===== config.mk =====
export PLATFORM = sky130hd
export DESIGN_NAME = qq_arbiter
export DESIGN_NICKNAME = d
export VERILOG_FILES = /design/src/rtl/qq_arb_pkg.sv /design/src/rtl/rr_arb.sv /design/src/rtl/qq_arbiter.sv
export SDC_FILE = /design/constraint.sdc
export NUM_CORES = 1
export LEC_CHECK = 0
export BUFFER_PORTS_ARGS = -buffer_cell sky130_fd_sc_hd__clkbuf_2
export CORE_MARGIN = 1.5
export CORE_UTILIZATION = 30
export DETAILED_ROUTE_END_ITERATION = 16
export SLEW_MARGIN = 30
export SYNTH_ARGS = -nofsm -noshare
export SYNTH_HDL_FRONTEND = slang
export SYNTH_SLANG_ARGS = --single-unit

===== constraint.sdc =====
create_clock -name clk -period 4.9 [get_ports clk]
set_clock_uncertainty 0.2 [all_clocks]
set_input_delay 0.245 -clock clk [delete_from_list [all_inputs] [get_ports clk]]
set_output_delay 0.245 -clock clk [all_outputs]
set_load 0.01 [all_outputs]

===== src/rtl/qq_arb_pkg.sv =====
// Shared types and helpers for the QuickQ client arbiter.
// Op encodings match the client-side cl_op field.
package qq_arb_pkg;

  typedef enum logic [1:0] {
    OP_NONE = 2'b00,
    OP_ENQ  = 2'b01,
    OP_DEQ  = 2'b10,
    OP_REPL = 2'b11
  } op_t;

  typedef enum logic [1:0] {
    ST_IDLE  = 2'b00,
    ST_ISSUE = 2'b01,
    ST_WAIT  = 2'b10,
    ST_RESP  = 2'b11
  } state_t;

  // Index width for n entries, never narrower than one bit.
  function automatic int nw(input int n);
    return (n > 1) ? $clog2(n) : 1;
  endfunction

  // An op is refused when it cannot be applied to the queue as it stands.
  function automatic logic op_rejected(input op_t op, input logic full, input logic empty);
    logic rej;
    case (op)
      OP_ENQ:  rej = full;
      OP_DEQ:  rej = empty;
      OP_REPL: rej = empty;
      default: rej = 1'b1;
    endcase
    return rej;
  endfunction

endpackage


===== src/rtl/rr_arb.sv =====
// Combinational round-robin pick: first requester at or after ptr, wrapping at N.
// The pointer itself is owned by the caller.
import qq_arb_pkg::*;

module rr_arb #(
  parameter int N  = 4,
  parameter int NW = 2
) (
  input  logic [N-1:0]  req,
  input  logic [NW-1:0] ptr,
  output logic [NW-1:0] idx,
  output logic          valid
);

  int          cand_s;
  logic [NW-1:0] cand_idx_s;
  logic        hit_s;

  // Scan from the farthest candidate back to ptr so the nearest requester wins.
  always_comb begin
    idx        = '0;
    valid      = 1'b0;
    cand_s     = 0;
    cand_idx_s = '0;
    hit_s      = 1'b0;
    for (int k = N - 1; k >= 0; k--) begin
      cand_s     = int'(ptr) + k;
      cand_s     = (cand_s >= N) ? (cand_s - N) : cand_s;
      cand_idx_s = NW'(cand_s);
      hit_s      = req[cand_idx_s];
      idx        = hit_s ? cand_idx_s : idx;
      valid      = valid | hit_s;
    end
  end

endmodule


===== src/rtl/qq_arbiter.sv =====
// Serialises N clients onto one QuickQ queue: round-robin grant, op screening,
// one op in flight, head value returned to the client on completion.
import qq_arb_pkg::*;

module qq_arbiter #(
  parameter int W       = 8,
  parameter int N       = 4,
  parameter int MIN_LAT = 2
) (
  input  logic           clk,
  input  logic           rst,
  input  logic [N-1:0]   cl_req,
  input  logic [2*N-1:0] cl_op,
  input  logic [W*N-1:0] cl_data,
  output logic [N-1:0]   cl_done,
  output logic           cl_err,
  output logic [W-1:0]   rsp_data,
  output logic           q_enq,
  output logic           q_deq,
  output logic           q_repl,
  output logic [W-1:0]   q_din,
  input  logic           q_rdy,
  input  logic           q_full,
  input  logic           q_empty,
  input  logic [W-1:0]   q_dout
);

  localparam int NW = nw(N);
  localparam int CW = nw(MIN_LAT);
  localparam logic [CW-1:0] CNT_MAX  = CW'(MIN_LAT - 1);
  localparam logic [NW-1:0] LAST_IDX = NW'(N - 1);
  localparam logic [N-1:0]  ONE_N    = N'(1);

  state_t        state_r;
  logic [NW-1:0] ptr_r;
  logic [NW-1:0] win_r;
  op_t           op_r;
  logic [W-1:0]  data_r;
  logic [CW-1:0] cnt_r;

  logic [NW-1:0] win_idx_s;
  logic          win_vld_s;
  logic          illegal_s;
  logic [N-1:0]  done_vec_s;

  rr_arb #(.N(N), .NW(NW)) u_rr_arb (
    .req   (cl_req),
    .ptr   (ptr_r),
    .idx   (win_idx_s),
    .valid (win_vld_s)
  );

  assign illegal_s  = op_rejected(op_r, q_full, q_empty);
  assign done_vec_s = ONE_N << win_r;

  // Request FSM; strobes, completion pulse and error are single-cycle registered outputs.
  always_ff @(posedge clk or posedge rst) begin
    if (rst) begin
      state_r  <= ST_IDLE;
      ptr_r    <= '0;
      win_r    <= '0;
      op_r     <= OP_NONE;
      data_r   <= '0;
      cnt_r    <= '0;
      cl_done  <= '0;
      cl_err   <= 1'b0;
      rsp_data <= '0;
      q_enq    <= 1'b0;
      q_deq    <= 1'b0;
      q_repl   <= 1'b0;
      q_din    <= '0;
    end else begin
      q_enq   <= 1'b0;
      q_deq   <= 1'b0;
      q_repl  <= 1'b0;
      cl_done <= '0;
      cl_err  <= 1'b0;
      case (state_r)
        ST_IDLE: begin
          if (win_vld_s) begin
            win_r   <= win_idx_s;
            op_r    <= op_t'(cl_op[2*win_idx_s +: 2]);
            data_r  <= cl_data[W*win_idx_s +: W];
            state_r <= ST_ISSUE;
          end
        end
        ST_ISSUE: begin
          if (illegal_s) begin
            rsp_data <= '0;
            cl_done  <= done_vec_s;
            cl_err   <= 1'b1;
            state_r  <= ST_RESP;
          end else if (q_rdy) begin
            case (op_r)
              OP_ENQ:  q_enq  <= 1'b1;
              OP_DEQ:  q_deq  <= 1'b1;
              OP_REPL: q_repl <= 1'b1;
              default: q_enq  <= 1'b0;
            endcase
            q_din    <= data_r;
            rsp_data <= (op_r == OP_ENQ) ? '0 : q_dout;
            cnt_r    <= '0;
            state_r  <= ST_WAIT;
          end
        end
        ST_WAIT: begin
          // Saturate so a long q_rdy stall cannot wrap the counter.
          if (cnt_r < CNT_MAX) begin
            cnt_r <= cnt_r + 1'b1;
          end
          if ((cnt_r >= CNT_MAX) && q_rdy) begin
            cl_done <= done_vec_s;
            state_r <= ST_RESP;
          end
        end
        ST_RESP: begin
          ptr_r   <= (win_r == LAST_IDX) ? '0 : (win_r + 1'b1);
          state_r <= ST_IDLE;
        end
        default: state_r <= ST_IDLE;
      endcase
    end
  end

endmodule


==> flow_summary.toml <==
[place]
gp_congestion = 0.841
hpwl_um = 4100
port_buffers = 80
place_area_mm2 = 0.00268
dp.cells = 365

[route]
first_iter_violations = 93
wl_met3_um = 370
vias = 1831
antenna_left = 0
dr_wl_met2_um = 2490
routedWlPerCell_um = 14.3
topRoutingLayerUsed = "met4"
firstDrtPassIters = 4
met1_length_um = 2550
viasPerCell = 4.79
drcViolationCount = 0
routed_wl_um = 5450

[cts]
clk_latency_ns = 0.30
cts_made_buffers = 5
cts_tree = "built"
clock_path_buffers = 2
cts_resized = 0
clk_pin_slew_ns = 0.09
cts_max_level = 2
postCtsSetupRepairBufs = 0
cts-root-buf = "clkbuf_8"
cts_sinks = 41

[worst_setup_path]
crit_fanout = 21
slowest_delay_ns = 0.78
critPathArrivalTime_ns = 2.56
path_buf_inv = 1
crit_slowest_cell = "or4_1"
setup.worst_path.end_class = "register"
crit_chain = "inv_1 -> ha_1 -> nand2b_1 -> or4_1 -> a21oi_1 -> a221o_1"
cp.required_ns = 4.94
path_class = "register to register"
startpoint_type = "register"
crit_family = "simple AND/OR/NAND/NOR gates"

[global_route]
track_usage_pct = 14.3
grt_pass1_wl_um = 8390
grt_max_degree = 42
first_global_vias = 1750
overflow = 0
grt_antenna_before_repair = 0

[sta]
rsz0062_at_grt = "no"
setup_viol = 0
min_period_ns = 2.52
drv_slew = 0
relSlewSlack_pct = 46.7
finalCritPeriodShare_pct = 51.5
fin_setup_tns_ns = 0
tightest_slew_ns = 0.800
fmax_ghz = 0.396
hold_viol = 0

[finish]
postLayoutCellArea_mm2 = 0.00287
area.growth.synth_to_final_pct = 31.3
nets = 351
fin_cells = 382
drive_gt1_share_pct = 39.2
diodes = 0

[yosys]
ys_seq_elements = 41
yosysSeqAreaShare_pct = 47.0
synth_top_cell_area_share_pct = 47.0
avgSynthCellArea_um2 = 11.3
synth_edf_count = 0
synthCells = 194
async_reset_ff_share_pct = 100
synthTopCellsByArea = "dfrtp_1, mux2_2, ha_1, a22o_1, mux2i_1"
synthesis.area_mm2 = 0.00218
synth_cell_types = 44
syn_nets = 260
synth_warnings = 0
synthTopCellsByCount = "dfrtp_1, o21ai_0, mux2_2, nand2_1"
synth_ff_type = "dfrtp_1"
yosysMostFrequentCell = "dfrtp_1"
synth_top_area_cell = "dfrtp_1"

[run_status]
outcome = "completed"

[power]
irDropWorstVdd_uv = 174
p_leak_uw = 0.00143
p_per_area_mw_per_mm2 = 502

[job]
cap_violations = 0

[floorplan]
io_pins = 81
die-width_um = 88.3
die_y_um = 88.3
start_util_pct = 31.6
dieArea_mm2 = 0.00780
core-area_mm2 = 0.00691
rows = 30

[worst_hold_path]
hold_path.class = "input pin to register"
power by group:
part	internal [uW]	total [uW]	switching, uW
Sequential	471	556	85.0
Combinational	305	650	344
Clock	114	233	119
registers in the layout, indices dropped and copies added (netlist names), 2 cells and up:
name / count
data_r: 8
q_din: 8
op_r: 2
cl_done: 4
ptr_r: 2
rsp_data: 8
state_r: 2
win_r: 2
layout by cell type (no fill, tap or decap), types with 2 or more instances in the layout:
| cell | Yosys | final |
|---|---|---|
| o31a_1 | 4 | 4 |
| nor2_1 | 6 | 6 |
| nand3_1 | 7 | 7 |
| and4_1 | 4 | 4 |
| nand2_1 | 11 | 11 |
| mux2_4 | 4 | 4 |
| clkbuf_2 | 0 | 80 |
| a21o_1 | 2 | 2 |
| a22o_1 | 8 | 8 |
| ha_1 | 9 | 9 |
| o21a_1 | 2 | 2 |
| a21oi_1 | 9 | 9 |
| clkbuf_8 | 0 | 6 |
| dfrtp_1 | 41 | 41 |
| mux2_2 | 11 | 11 |
| mux2i_1 | 7 | 7 |
| nand2b_1 | 5 | 5 |
| o311ai_0 | 5 | 5 |
| and2_1 | 6 | 6 |
| o21ai_0 | 12 | 12 |
| or2_2 | 2 | 2 |
| dlygate4sd3_1 | 0 | 9 |
| a221o_1 | 6 | 6 |
| inv_1 | 7 | 6 |
worst register-to-register path, cell delays in order, from the launching register on:
cell and delay [ns]:
dfrtp_1 0.43, inv_1 0.15, ha_1 0.19, nand2b_1 0.39, or4_1 0.78, a21oi_1 0.20
a221o_1 0.13
layout make-up:
class                      instances  area, um^2
clock buffer                       6        82.6
clock inverter                     2        13.8
fill                             714        4040
inverter                           7        26.3
multi-input combinational        140        1100
sequential                        41        1030
tap                               96         120
timing repair buffer              90         498
repair_timing:
action,CTS,global route
setup endpoints to repair,0,0
hold endpoints to repair,49,0
hold buffers,9,0
stage by stage:
stage | hold slack, ns | util (%) | worst slack, ns | power [uW]
2_1_floorplan | 0.178 | - | 2.95 | 1020
3_3_place_gp | 0.179 | 38.8 | 2.49 | 1200
3_5_place_dp | 0.181 | 38.8 | 2.40 | 1210
4_1_cts | 0.0947 | 41.5 | 2.37 | 1460
5_1_grt | 0.0942 | 41.5 | 2.26 | 1560
6_report | 0.0980 | 41.5 | 2.38 | 1440
logic make-up (layout without fill, tap and decap cells):
logic type	count (synthesis)	in the layout	synth area share, %
simple gates	51	51	13.5
flops	41	41	47.0
mux	22	22	11.6
fa+ha+maj	9	9	5.15
buf+inv	13	105	2.63
compound gates	58	58	20.1
metal layers:
layer  GRT usage, %  vias to the layer above
met3           3.54                        5
met4           5.26                        0
li1               -                      910
met1           19.3                      847
met5              0                        -
met2           22.3                       69
worst paths after layout:
path                                         from                    end  slack [ns]  cells past startpoint
setup / recovery           state_r[0]$_DFFE_PP0P_  data_r[6]$_DFFE_PP0P_        2.38                      6
hold reg to reg               op_r[0]$_DFFE_PP0P_        q_deq$_DFF_PP0_        0.28                      1
max in group asynchronous                     rst       cl_err$_DFF_PP0_        3.75                      4
min in group asynchronous                     rst   q_din[5]$_DFFE_PP0P_        0.39                      4
setup reg to reg           state_r[0]$_DFFE_PP0P_  data_r[6]$_DFFE_PP0P_        2.38                      6
hold / removal                         cl_data[2]  data_r[2]$_DFFE_PP0P_         0.1                      3
(Power assumes the default switching activity.)
